### config.mk
export PLATFORM = sky130hd
export DESIGN_NAME = code_entry_input_flat
export DESIGN_NICKNAME = d
export VERILOG_FILES = /design/src/rtl/system_pkg.sv /design/src/rtl/code_entry_input_if.sv /design/src/rtl/code_entry_input_debouncer.sv /design/src/rtl/code_entry_input.sv /design/src/flat_wrapper.sv
export SDC_FILE = /design/constraint.sdc
export NUM_CORES = 1
export LEC_CHECK = 0
export ABC_AREA = 1
export BUFFER_PORTS_ARGS = -buffer_cell sky130_fd_sc_hd__buf_2
export CELL_PAD_IN_SITES_DETAIL_PLACEMENT = 0
export CELL_PAD_IN_SITES_GLOBAL_PLACEMENT = 1
export CORE_MARGIN = 1
export CORE_UTILIZATION = 43
export DETAILED_ROUTE_END_ITERATION = 6
export HOLD_SLACK_MARGIN = 0.02
export PLACE_DENSITY = 0.79
export SYNTH_ARGS = -nofsm -noshare
export SYNTH_HDL_FRONTEND = slang
export SYNTH_SLANG_ARGS = --single-unit
### constraint.sdc
create_clock -name clk -period 1.7 [get_ports clk]
set_clock_uncertainty 0.1 [all_clocks]
set_input_delay 0.255 -clock clk [delete_from_list [all_inputs] [get_ports clk]]
set_output_delay 0.255 -clock clk [all_outputs]
set_load 0.05 [all_outputs]
### src/rtl/system_pkg.sv
// Shared alarm-system types: system FSM states, entry FSM states, key indices and BCD limit.
package system_pkg;

  typedef enum logic [1:0] {
    STATE_IDLE    = 2'd0,
    STATE_SET     = 2'd1,
    STATE_TRIGGER = 2'd2,
    STATE_ALERT   = 2'd3
  } fsm_state_t;

  typedef enum logic [1:0] {
    ENTRY_EMPTY   = 2'd0,
    ENTRY_COLLECT = 2'd1,
    ENTRY_DONE    = 2'd2
  } entry_state_t;

  localparam int KEY_ENTER = 0;
  localparam int KEY_CLEAR = 1;

  localparam logic [3:0] BCD_MAX = 4'd9;

  // Code entry is only meaningful while the system is waiting for, or reacting to, an alarm.
  function automatic logic entry_enabled(input fsm_state_t state);
    return (state == STATE_IDLE) || (state == STATE_TRIGGER) || (state == STATE_ALERT);
  endfunction

endpackage

### src/rtl/code_entry_input_if.sv
// Signal bundle between the system FSM side (master) and the code entry front end (slave).
interface code_entry_input_if #(
  parameter int CODE_DIGITS = 4
) ();
  import system_pkg::*;

  localparam int COUNT_W = $clog2(CODE_DIGITS + 1);

  fsm_state_t                 system_state;
  logic [3:0]                 sw;
  logic [1:0]                 key_n;
  logic [3:0]                 current_value;
  logic [4*CODE_DIGITS-1:0]   code;
  logic                       code_valid;
  logic [COUNT_W-1:0]         digit_count;
  logic                       entry_error;

  modport master (
    output system_state, sw, key_n,
    input  current_value, code, code_valid, digit_count, entry_error
  );

  modport slave (
    input  system_state, sw, key_n,
    output current_value, code, code_valid, digit_count, entry_error
  );

endinterface

### src/rtl/code_entry_input_debouncer.sv
// key_debouncer: 2-FF synchroniser plus stability counter for one active-low push-button.
module key_debouncer #(
  parameter int DEBOUNCE_CYCLES = 500_000
) (
  input  logic clk,
  input  logic rst,
  input  logic raw_n,
  output logic level_n,
  output logic press
);

  localparam int CNT_W = (DEBOUNCE_CYCLES > 1) ? $clog2(DEBOUNCE_CYCLES) : 1;
  localparam logic [CNT_W-1:0] CNT_LAST = CNT_W'(DEBOUNCE_CYCLES - 1);

  logic [1:0]       sync;
  logic [CNT_W-1:0] cnt;

  // press is raised on the same edge the accepted level drops, so it fires once per physical press.
  always_ff @(posedge clk) begin
    if (rst) begin
      sync    <= 2'b11;
      level_n <= 1'b1;
      cnt     <= '0;
      press   <= 1'b0;
    end else begin
      sync  <= {sync[0], raw_n};
      press <= 1'b0;
      if (sync[1] == level_n) begin
        cnt <= '0;
      end else if (cnt == CNT_LAST) begin
        level_n <= sync[1];
        cnt     <= '0;
        press   <= level_n;
      end else begin
        cnt <= cnt + 1'b1;
      end
    end
  end

endmodule

### src/rtl/code_entry_input.sv
// code_entry_input: debounced keypad front end assembling a BCD code for the system FSM.
// Optional inactivity timeout on partial entries is built when INPUT_TIMEOUT_EN is defined.
module code_entry_input
  import system_pkg::*;
#(
  parameter int CLK_HZ          = 50_000_000,
  parameter int DEBOUNCE_CYCLES = CLK_HZ / 100,
  parameter int CODE_DIGITS     = 4,
  parameter int TIMEOUT_CYCLES  = CLK_HZ * 5
) (
  input logic             clk,
  input logic             rst,
  code_entry_input_if.slave bus
);

  localparam int CODE_W  = 4 * CODE_DIGITS;
  localparam int COUNT_W = $clog2(CODE_DIGITS + 1);
  localparam logic [COUNT_W-1:0] LAST_COUNT = COUNT_W'(CODE_DIGITS - 1);

  entry_state_t       state_q, state_d;
  logic [3:0]         sw_meta, sw_sync;
  logic [1:0]         key_level_n, key_press;
  logic [CODE_W-1:0]  buffer_q, code_q;
  logic [CODE_W+3:0]  shifted;
  logic [COUNT_W-1:0] count_q;
  logic               error_q;
  logic               entry_en, digit_ok, clear_req, enter_req;
  logic               accept, reject, abort, last_digit, timeout_hit;
  logic               unused_levels;

  always_ff @(posedge clk) begin
    if (rst) begin
      sw_meta <= '0;
      sw_sync <= '0;
    end else begin
      sw_meta <= bus.sw;
      sw_sync <= sw_meta;
    end
  end

  key_debouncer #(.DEBOUNCE_CYCLES(DEBOUNCE_CYCLES)) u_enter (
    .clk     (clk),
    .rst     (rst),
    .raw_n   (bus.key_n[KEY_ENTER]),
    .level_n (key_level_n[KEY_ENTER]),
    .press   (key_press[KEY_ENTER])
  );

  key_debouncer #(.DEBOUNCE_CYCLES(DEBOUNCE_CYCLES)) u_clear (
    .clk     (clk),
    .rst     (rst),
    .raw_n   (bus.key_n[KEY_CLEAR]),
    .level_n (key_level_n[KEY_CLEAR]),
    .press   (key_press[KEY_CLEAR])
  );

  // Only the press pulses drive the entry logic; held levels are not needed here.
  assign unused_levels = ^key_level_n;

  // Clear dominates enter; a press landing in the DONE cycle is dropped.
  assign entry_en   = entry_enabled(bus.system_state);
  assign digit_ok   = (sw_sync <= BCD_MAX);
  assign clear_req  = key_press[KEY_CLEAR];
  assign enter_req  = key_press[KEY_ENTER] && !clear_req;
  assign accept     = enter_req && entry_en && digit_ok && (state_q != ENTRY_DONE);
  assign reject     = enter_req && !(entry_en && digit_ok);
  assign abort      = clear_req || !entry_en || timeout_hit;
  assign last_digit = (count_q == LAST_COUNT);
  assign shifted    = {buffer_q, sw_sync};

`ifdef INPUT_TIMEOUT_EN
  localparam int TMR_W = (TIMEOUT_CYCLES > 1) ? $clog2(TIMEOUT_CYCLES) : 1;
  localparam logic [TMR_W-1:0] TMR_LAST = TMR_W'(TIMEOUT_CYCLES - 1);

  logic [TMR_W-1:0] timer_q;

  always_ff @(posedge clk) begin
    if (rst) begin
      timer_q <= '0;
    end else if (state_q != ENTRY_COLLECT || accept) begin
      timer_q <= '0;
    end else begin
      timer_q <= timer_q + 1'b1;
    end
  end

  assign timeout_hit = (state_q == ENTRY_COLLECT) && (timer_q == TMR_LAST);
`else
  logic [31:0] unused_timeout;

  assign unused_timeout = 32'(TIMEOUT_CYCLES);
  assign timeout_hit    = 1'b0;
`endif

  always_ff @(posedge clk) begin
    if (rst) begin
      state_q <= ENTRY_EMPTY;
    end else begin
      state_q <= state_d;
    end
  end

  always_comb begin
    state_d = state_q;
    unique case (state_q)
      ENTRY_EMPTY: begin
        if (!abort && accept) begin
          state_d = last_digit ? ENTRY_DONE : ENTRY_COLLECT;
        end
      end
      ENTRY_COLLECT: begin
        if (abort) begin
          state_d = ENTRY_EMPTY;
        end else if (accept && last_digit) begin
          state_d = ENTRY_DONE;
        end
      end
      ENTRY_DONE: state_d = ENTRY_EMPTY;
      default:    state_d = ENTRY_EMPTY;
    endcase
  end

  always_comb begin
    bus.code_valid = (state_q == ENTRY_DONE);
  end

  // code is loaded on the edge into DONE so it is already stable while code_valid is high.
  always_ff @(posedge clk) begin
    if (rst) begin
      buffer_q <= '0;
      count_q  <= '0;
      code_q   <= '0;
      error_q  <= 1'b0;
    end else begin
      error_q <= reject || timeout_hit;
      if (abort) begin
        buffer_q <= '0;
        count_q  <= '0;
      end else if (accept) begin
        if (last_digit) begin
          code_q   <= shifted[CODE_W-1:0];
          buffer_q <= '0;
          count_q  <= '0;
        end else begin
          buffer_q <= shifted[CODE_W-1:0];
          count_q  <= count_q + 1'b1;
        end
      end
    end
  end

  assign bus.current_value = sw_sync;
  assign bus.code          = code_q;
  assign bus.digit_count   = count_q;
  assign bus.entry_error   = error_q;

endmodule

### src/flat_wrapper.sv
// flat-port wrapper written by rule: the top's interface ports become plain ports
module code_entry_input_flat import system_pkg::*;
#(
  parameter int CLK_HZ          = 50_000_000,
  parameter int DEBOUNCE_CYCLES = CLK_HZ / 100,
  parameter int CODE_DIGITS     = 4,
  parameter int TIMEOUT_CYCLES  = CLK_HZ * 5
)
  (clk, rst, bus_system_state, bus_sw, bus_key_n, bus_current_value, bus_code, bus_code_valid, bus_digit_count, bus_entry_error);
  code_entry_input_if #(.CODE_DIGITS(CODE_DIGITS)) bus_i ();
  input logic clk;
  input logic rst;
  input wire logic [$bits(bus_i.system_state)-1:0] bus_system_state;
  input wire logic [$bits(bus_i.sw)-1:0] bus_sw;
  input wire logic [$bits(bus_i.key_n)-1:0] bus_key_n;
  output wire logic [$bits(bus_i.current_value)-1:0] bus_current_value;
  output wire logic [$bits(bus_i.code)-1:0] bus_code;
  output wire logic [$bits(bus_i.code_valid)-1:0] bus_code_valid;
  output wire logic [$bits(bus_i.digit_count)-1:0] bus_digit_count;
  output wire logic [$bits(bus_i.entry_error)-1:0] bus_entry_error;
  assign bus_i.system_state = bus_system_state;
  assign bus_i.sw = bus_sw;
  assign bus_i.key_n = bus_key_n;
  assign bus_current_value = bus_i.current_value;
  assign bus_code = bus_i.code;
  assign bus_code_valid = bus_i.code_valid;
  assign bus_digit_count = bus_i.digit_count;
  assign bus_entry_error = bus_i.entry_error;
  code_entry_input #(.CLK_HZ(CLK_HZ), .DEBOUNCE_CYCLES(DEBOUNCE_CYCLES), .CODE_DIGITS(CODE_DIGITS), .TIMEOUT_CYCLES(TIMEOUT_CYCLES)) u_core (.clk(clk), .rst(rst), .bus(bus_i));
endmodule
==> results_dict.tcl, run 1 <==
set metrics [dict create \
    status "finished clean" \
    final_common_cell "nand2_1" \
    firstDrtPassIters 6 \
    timing.slew.headroom_pct 77.7 \
    multi_input_area_sq_um 1770 \
    overflow 0 \
    final_util_pct 51.3 \
    drive_gt1_share_pct 15.3 \
    setup_violations 0 \
    synth_seq_cells 88 \
    rsz0062_at_grt "no" \
    clkPwrFrac_pct 41.3 \
    tns_ns 0 \
    cp_max_fo 17 \
    clockRootBuffer "clkbuf_8" \
    start_util_pct 44.0 \
    hpwlAfterDp_mm 5.81 \
    portBuffers 34 \
    hp-class "input pin to flip-flop" \
    num_rows 34 \
    clock-sinks 88 \
    vias_per_cell 4.80 \
    area_growth_pct 16.4 \
    insertedDiodeCount 0 \
    place.gp.congestion 0.884 \
    path_cells "ha_2 -> nand3_1 -> nor2_1 -> nand3_1 -> nand2_2 -> nor2_1" \
    clkLatencyLatePin_ns 0.37 \
    report.final.slew_viol_count 0 \
    seqPwrFrac_pct 56.0 \
    drc 0 \
    dp_cells 671 \
    critPathLaunch "u_core.u_clear.cnt[0]$_SDFF_PP0_" \
    crit_required_ns 1.84 \
    switchingPower_mw 0.896 \
    antenna_left 0 \
    rrSetupSlack_ns 0.13 \
    max-cap-violations 0 \
    crit_buf_inv 0 \
    grt_max_degree 21 \
    max_stage_delay_ns 0.36 \
    critPathCaptureType "flip-flop" \
    synth_nets 542 \
    grtUsageTotal_pct 19.0 \
    hold_viol 0 \
    p_leak_nw 1.70 \
    worst_path_max_delay_cell "dfxtp_1" \
    fmax_ghz 0.638 \
    seqCellArea_sq_um 1770 \
    synth_area_sq_um 3820 \
    routed_wirelength_mm 8.05 \
    htree_levels 3 \
    grt_antenna_before_repair 0 \
    crit_path_start_kind "flip-flop" \
    r2r_start "u_core.u_clear.cnt[0]$_SDFF_PP0_" \
    vias 3342 \
    io_pins 35 \
    hold_path.startpoint "rst" \
    p_comb_share_pct 2.7 \
    cts_buffer_depth 2 \
    nets 596 \
    worst_ep_arrival_time_ns 1.71 \
    synth_cell_types 31 \
    finalCritPeriodShare_pct 92.2 \
    ys_warn_count 0 \
    fillers 896 \
    clk_pin_slew_ns 0.09 \
    instances_no_fill 696 \
    crit_type "flip-flop to flip-flop" \
    cts_tree "yes" \
    ir_drop_mv 0.407 \
    detail_route.wl_per_cell_um 11.6 \
    worstMarginPinSlew_ns 0.334 \
    coreArea_sq_um 8680 \
    grt_pass1_wl_mm 13.5 \
    pwr_density_cell_nw_per_um2 836 \
    sw_frac_of_total_pct 24.1 \
    crit_family "simple AND/OR/NAND/NOR gates" \
    die_h_um 96.3 \
    dieArea_sq_um 9270 \
    drt_iter0_markers 122 \
    p_int_mw 2.82 \
    fin_crit_ns 1.57 \
    seq_area_frac_synth_pct 46.1 \
    cts_buffers 9 \
    final_cell_mix "113 x nand2_1, 112 x nor2_1, 85 x dfxtp_1, 56 x inv_1, 37 x nand3_1" \
    postSynthCellCount 529 \
    grt_pass1_vias 3029 \
    avgSynthCellArea_sq_um 7.23 \
    die_w_um 96.3 \
]
==> timing repair <==
action / in CTS / in global routing
hold buffers: 6 / 0
buffers inserted: 0 / 3
gates resized for setup: 0 / 4
endpoints found under the hold margin: 6 / 0
endpoints found under the setup margin: 0 / 25
==> sequential cells by signal, summed over array words and instances, names as in the netlist, 2 cells and up <==
register                  flops
u_core.bus.code              16
u_core.bus.current_value      4
u_core.u_enter.sync           2
u_core.u_clear.sync           2
u_core.u_enter.cnt           19
u_core.sw_meta                4
u_core.state_q                2
u_core.u_clear.cnt           19
u_core.bus.digit_count        3
u_core.buffer_q              12
==> logic make-up after synthesis <==
family,count (synthesis),synth area share (%)
buf+inv,68,7.76
fa+ha+maj,3,0.982
xor+xnor,15,3.44
flops,88,46.1
simple gates,310,35.3
compound gates,45,6.48
==> cells in the mapped netlist, drive strengths merged <==
cell    count  area share [%]
buf         9             2.0
o22ai       1            0.16
xor2       11             2.5
o211ai      1            0.20
clkbuf      3            0.29
and3        1            0.16
dfxtp      88              46
a21boi      1            0.20
inv        56             5.5
nor3       16             2.4
nand3b      1            0.20
nand4      11             1.8
o21ai       9             1.2
nor2      116              12
o21bai      2            0.69
or2         7             1.1
nand3      40             5.6
a21oi      31             4.1
nand2     118              12
xnor2       4            0.92
ha          3            0.98
==> path summary, 6_finish.rpt <==
check                                                end  cells after the start
setup / recovery       u_core.u_clear.cnt[17]$_SDFF_PP0_                      6
hold / removal    u_core.bus.current_value[2]$_SDFF_PP0_                      2
setup reg to reg       u_core.u_clear.cnt[17]$_SDFF_PP0_                      6
hold reg to reg   u_core.bus.current_value[3]$_SDFF_PP0_                      2
==> power by group through the flow <==
stage	Combinational [mW]	Clock, mW	Sequential, mW
2_1_floorplan	0.0465	0	2.14
3_3_place_gp	0.0887	0	2.13
3_5_place_dp	0.0905	0	2.13
4_1_cts	0.101	1.58	2.08
5_1_grt	0.114	1.67	2.08
6_report	0.102	1.54	2.08
==> routing by layer <==
| layer | vias up | wire length, um | track usage [%] |
|---|---|---|---|
| met2 | 40 | 3650 | 29.9 |
| met5 | - | 0 | 0 |
| met3 | 12 | 185 | 3.87 |
| li1 | 1781 | - | - |
| met4 | 0 | 129 | 7.59 |
| met1 | 1509 | 4080 | 25.5 |
==> final cells by class <==
class | count | share of cell area (%)
clock inverter | 7 | 1.91
inverter | 56 | 4.72
timing repair buffer | 55 | 7.99
multi-input combinational | 373 | 39.9
tap | 108 | 3.04
clock buffer | 9 | 2.78
sequential | 88 | 39.7
==> stage by stage <==
step	power, mW	cell area, sq um	hold WS [ns]	setup slack [ns]
detailed placement	2.22	4150	0.297	0.0612
CTS	3.77	4420	0.129	0.0576
finish	3.72	4450	0.137	0.132
global placement	2.22	4150	0.290	0.107
global route	3.87	4450	0.144	0.0161
floorplan	2.19	3820	0.259	0.0352
(Power assumes the default switching activity.)
==> run 2, diff against run 1 <==
- PLACE_DENSITY: 0.79 -> unset
- PLACE_DENSITY_LB_ADDON: unset -> 0.08
- RECOVER_POWER: unset -> 100
==> results_dict.tcl, run 2 (same netlist as run 1, synthesis figures left out) <==
set metrics [dict create \
    status "finished clean" \
    hpwlAfterDp_mm 5.72 \
    clk_pin_slew_ns 0.09 \
    drt_iter0_markers 69 \
    cts_setup_buffers 0 \
    pwr_density_cell_nw_per_um2 850 \
    p_total_mw 3.74 \
    crit_path_start_kind "flip-flop" \
    detail_route.wl_per_cell_um 11.4 \
    tns_ns 0 \
    cts_buffers 9 \
    hp-class "input pin to flip-flop" \
    antenna_left 0 \
    overflow 0 \
    clock-sinks 88 \
    grt_pass1_vias 3076 \
    portBuffers 34 \
    final_util_pct 50.6 \
    grt_max_degree 23 \
    max-cap-violations 0 \
    start_util_pct 44.0 \
    htree_levels 3 \
    grt_pass1_wl_mm 13.5 \
    whs_ns 0.236 \
    num_rows 34 \
    worstMarginPinSlew_ns 0.988 \
    routed.top_layer "met4" \
    drive_gt1_share_pct 12.4 \
    hold_path.startpoint "rst" \
    fin_ws_ns 0.132 \
    nets 595 \
    vias 3324 \
    crit_family "simple AND/OR/NAND/NOR gates" \
    clkLatencyLatePin_ns 0.36 \
    grt_antenna_before_repair 0 \
    cp_max_fo 17 \
    coreArea_sq_um 8680 \
    insertedDiodeCount 0 \
    drc 0 \
    report.final.slew_viol_count 0 \
    vias_per_cell 4.78 \
    met2_length_mm 3.54 \
    grtUsageTotal_pct 18.9 \
    dieArea_sq_um 9270 \
    path_cells "ha_2 -> nand3_1 -> nor2_1 -> nand3_1 -> nand2_2 -> a21oi_1" \
    die_h_um 96.3 \
    fmax_ghz 0.638 \
    dp_slack_ns 0.0653 \
    final_cell_mix "113 x nand2_1, 113 x nor2_1, 85 x dfxtp_1, 56 x inv_1, 37 x nand3_1" \
    routed_wirelength_mm 7.90 \
    rsz0062_at_grt "no" \
    fin_crit_ns 1.57 \
    area_growth_pct 15.0 \
    place.gp.congestion 0.824 \
    die_w_um 96.3 \
    cts_buffer_depth 2 \
    worst_ep_arrival_time_ns 1.71 \
    io_pins 35 \
    r2r_start "u_core.u_clear.cnt[0]$_SDFF_PP0_" \
    crit_top_cell "nand3_1" \
    met3_length_um 192 \
    hold_viol 0 \
    finalCritPeriodShare_pct 92.2 \
    timing.slew.headroom_pct 34.1 \
    p_leak_nw 1.63 \
    firstDrtPassIters 5 \
    crit_buf_inv 0 \
    cts_tree "yes" \
    crit_required_ns 1.84 \
    critPathCaptureType "flip-flop" \
    drt-met1-wl_mm 4.05 \
    critPathLaunch "u_core.u_clear.cnt[0]$_SDFF_PP0_" \
    crit_type "flip-flop to flip-flop" \
    setup_violations 0 \
    clockRootBuffer "clkbuf_8" \
    worst_path_max_delay_cell "dfxtp_1" \
    max_stage_delay_ns 0.36 \
    ir_drop_mv 0.450 \
]
==> run 2: changes by cell type in the layout (fill, tap and decap cells not counted), moves of 2 or more <==
cell | previous run | this run
buf_2 | 34 | 8
clkbuf_2 | 0 | 16
clkbuf_1 | 0 | 12
buf_4 | 14 | 12
nor3_1 | 14 | 16
nor3_2 | 2 | 0
==> run 2: metal layers <==
metal,vias to the layer above,track usage (%)
met5,-,0
met4,0,7.96
met3,11,3.00
met2,44,30.2
met1,1483,25.0
li1,1786,-
==> run 2: final timing paths <==
path                                            end  slack (ns)  cells after the start
max reg2reg       u_core.u_clear.cnt[18]$_SDFF_PP0_        0.13                      6
max               u_core.u_clear.cnt[18]$_SDFF_PP0_        0.13                      6
min                    u_core.sw_meta[3]$_SDFF_PP0_        0.24                      2
min reg2reg  u_core.bus.current_value[1]$_SDFF_PP0_        0.31                      2
==> run 2: final cells by class <==
class | count | area, sq um
Fill cell | 909 | 4280
Sequential cell | 88 | 1770
Multi-Input combinational cell | 373 | 1760
Timing Repair Buffer | 54 | 315
Inverter | 56 | 210
Tap cell | 108 | 135
Clock buffer | 9 | 124
Clock inverter | 7 | 86.3
==> run 2: where the power goes <==
part	internal [mW]	switching [mW]	total (mW)	leakage, nW
Sequential	2.07	0.00615	2.08	0.713
Clock	0.716	0.841	1.56	0.105
Combinational	0.0367	0.0635	0.100	0.817
Total	2.83	0.911	3.74	1.63
==> run 2: what timing repair did <==
action,CTS,global route
endpoints found under the setup margin,0,32
hold buffers,6,0
hold endpoints to repair,6,0
gates resized for setup,0,4
==> run 2: per-stage QoR <==
stage	area, sq um	cells
floorplan	3820	529
global placement	4150	673
detailed placement	4150	673
CTS	4420	695
global route	4400	695
finish	4400	695
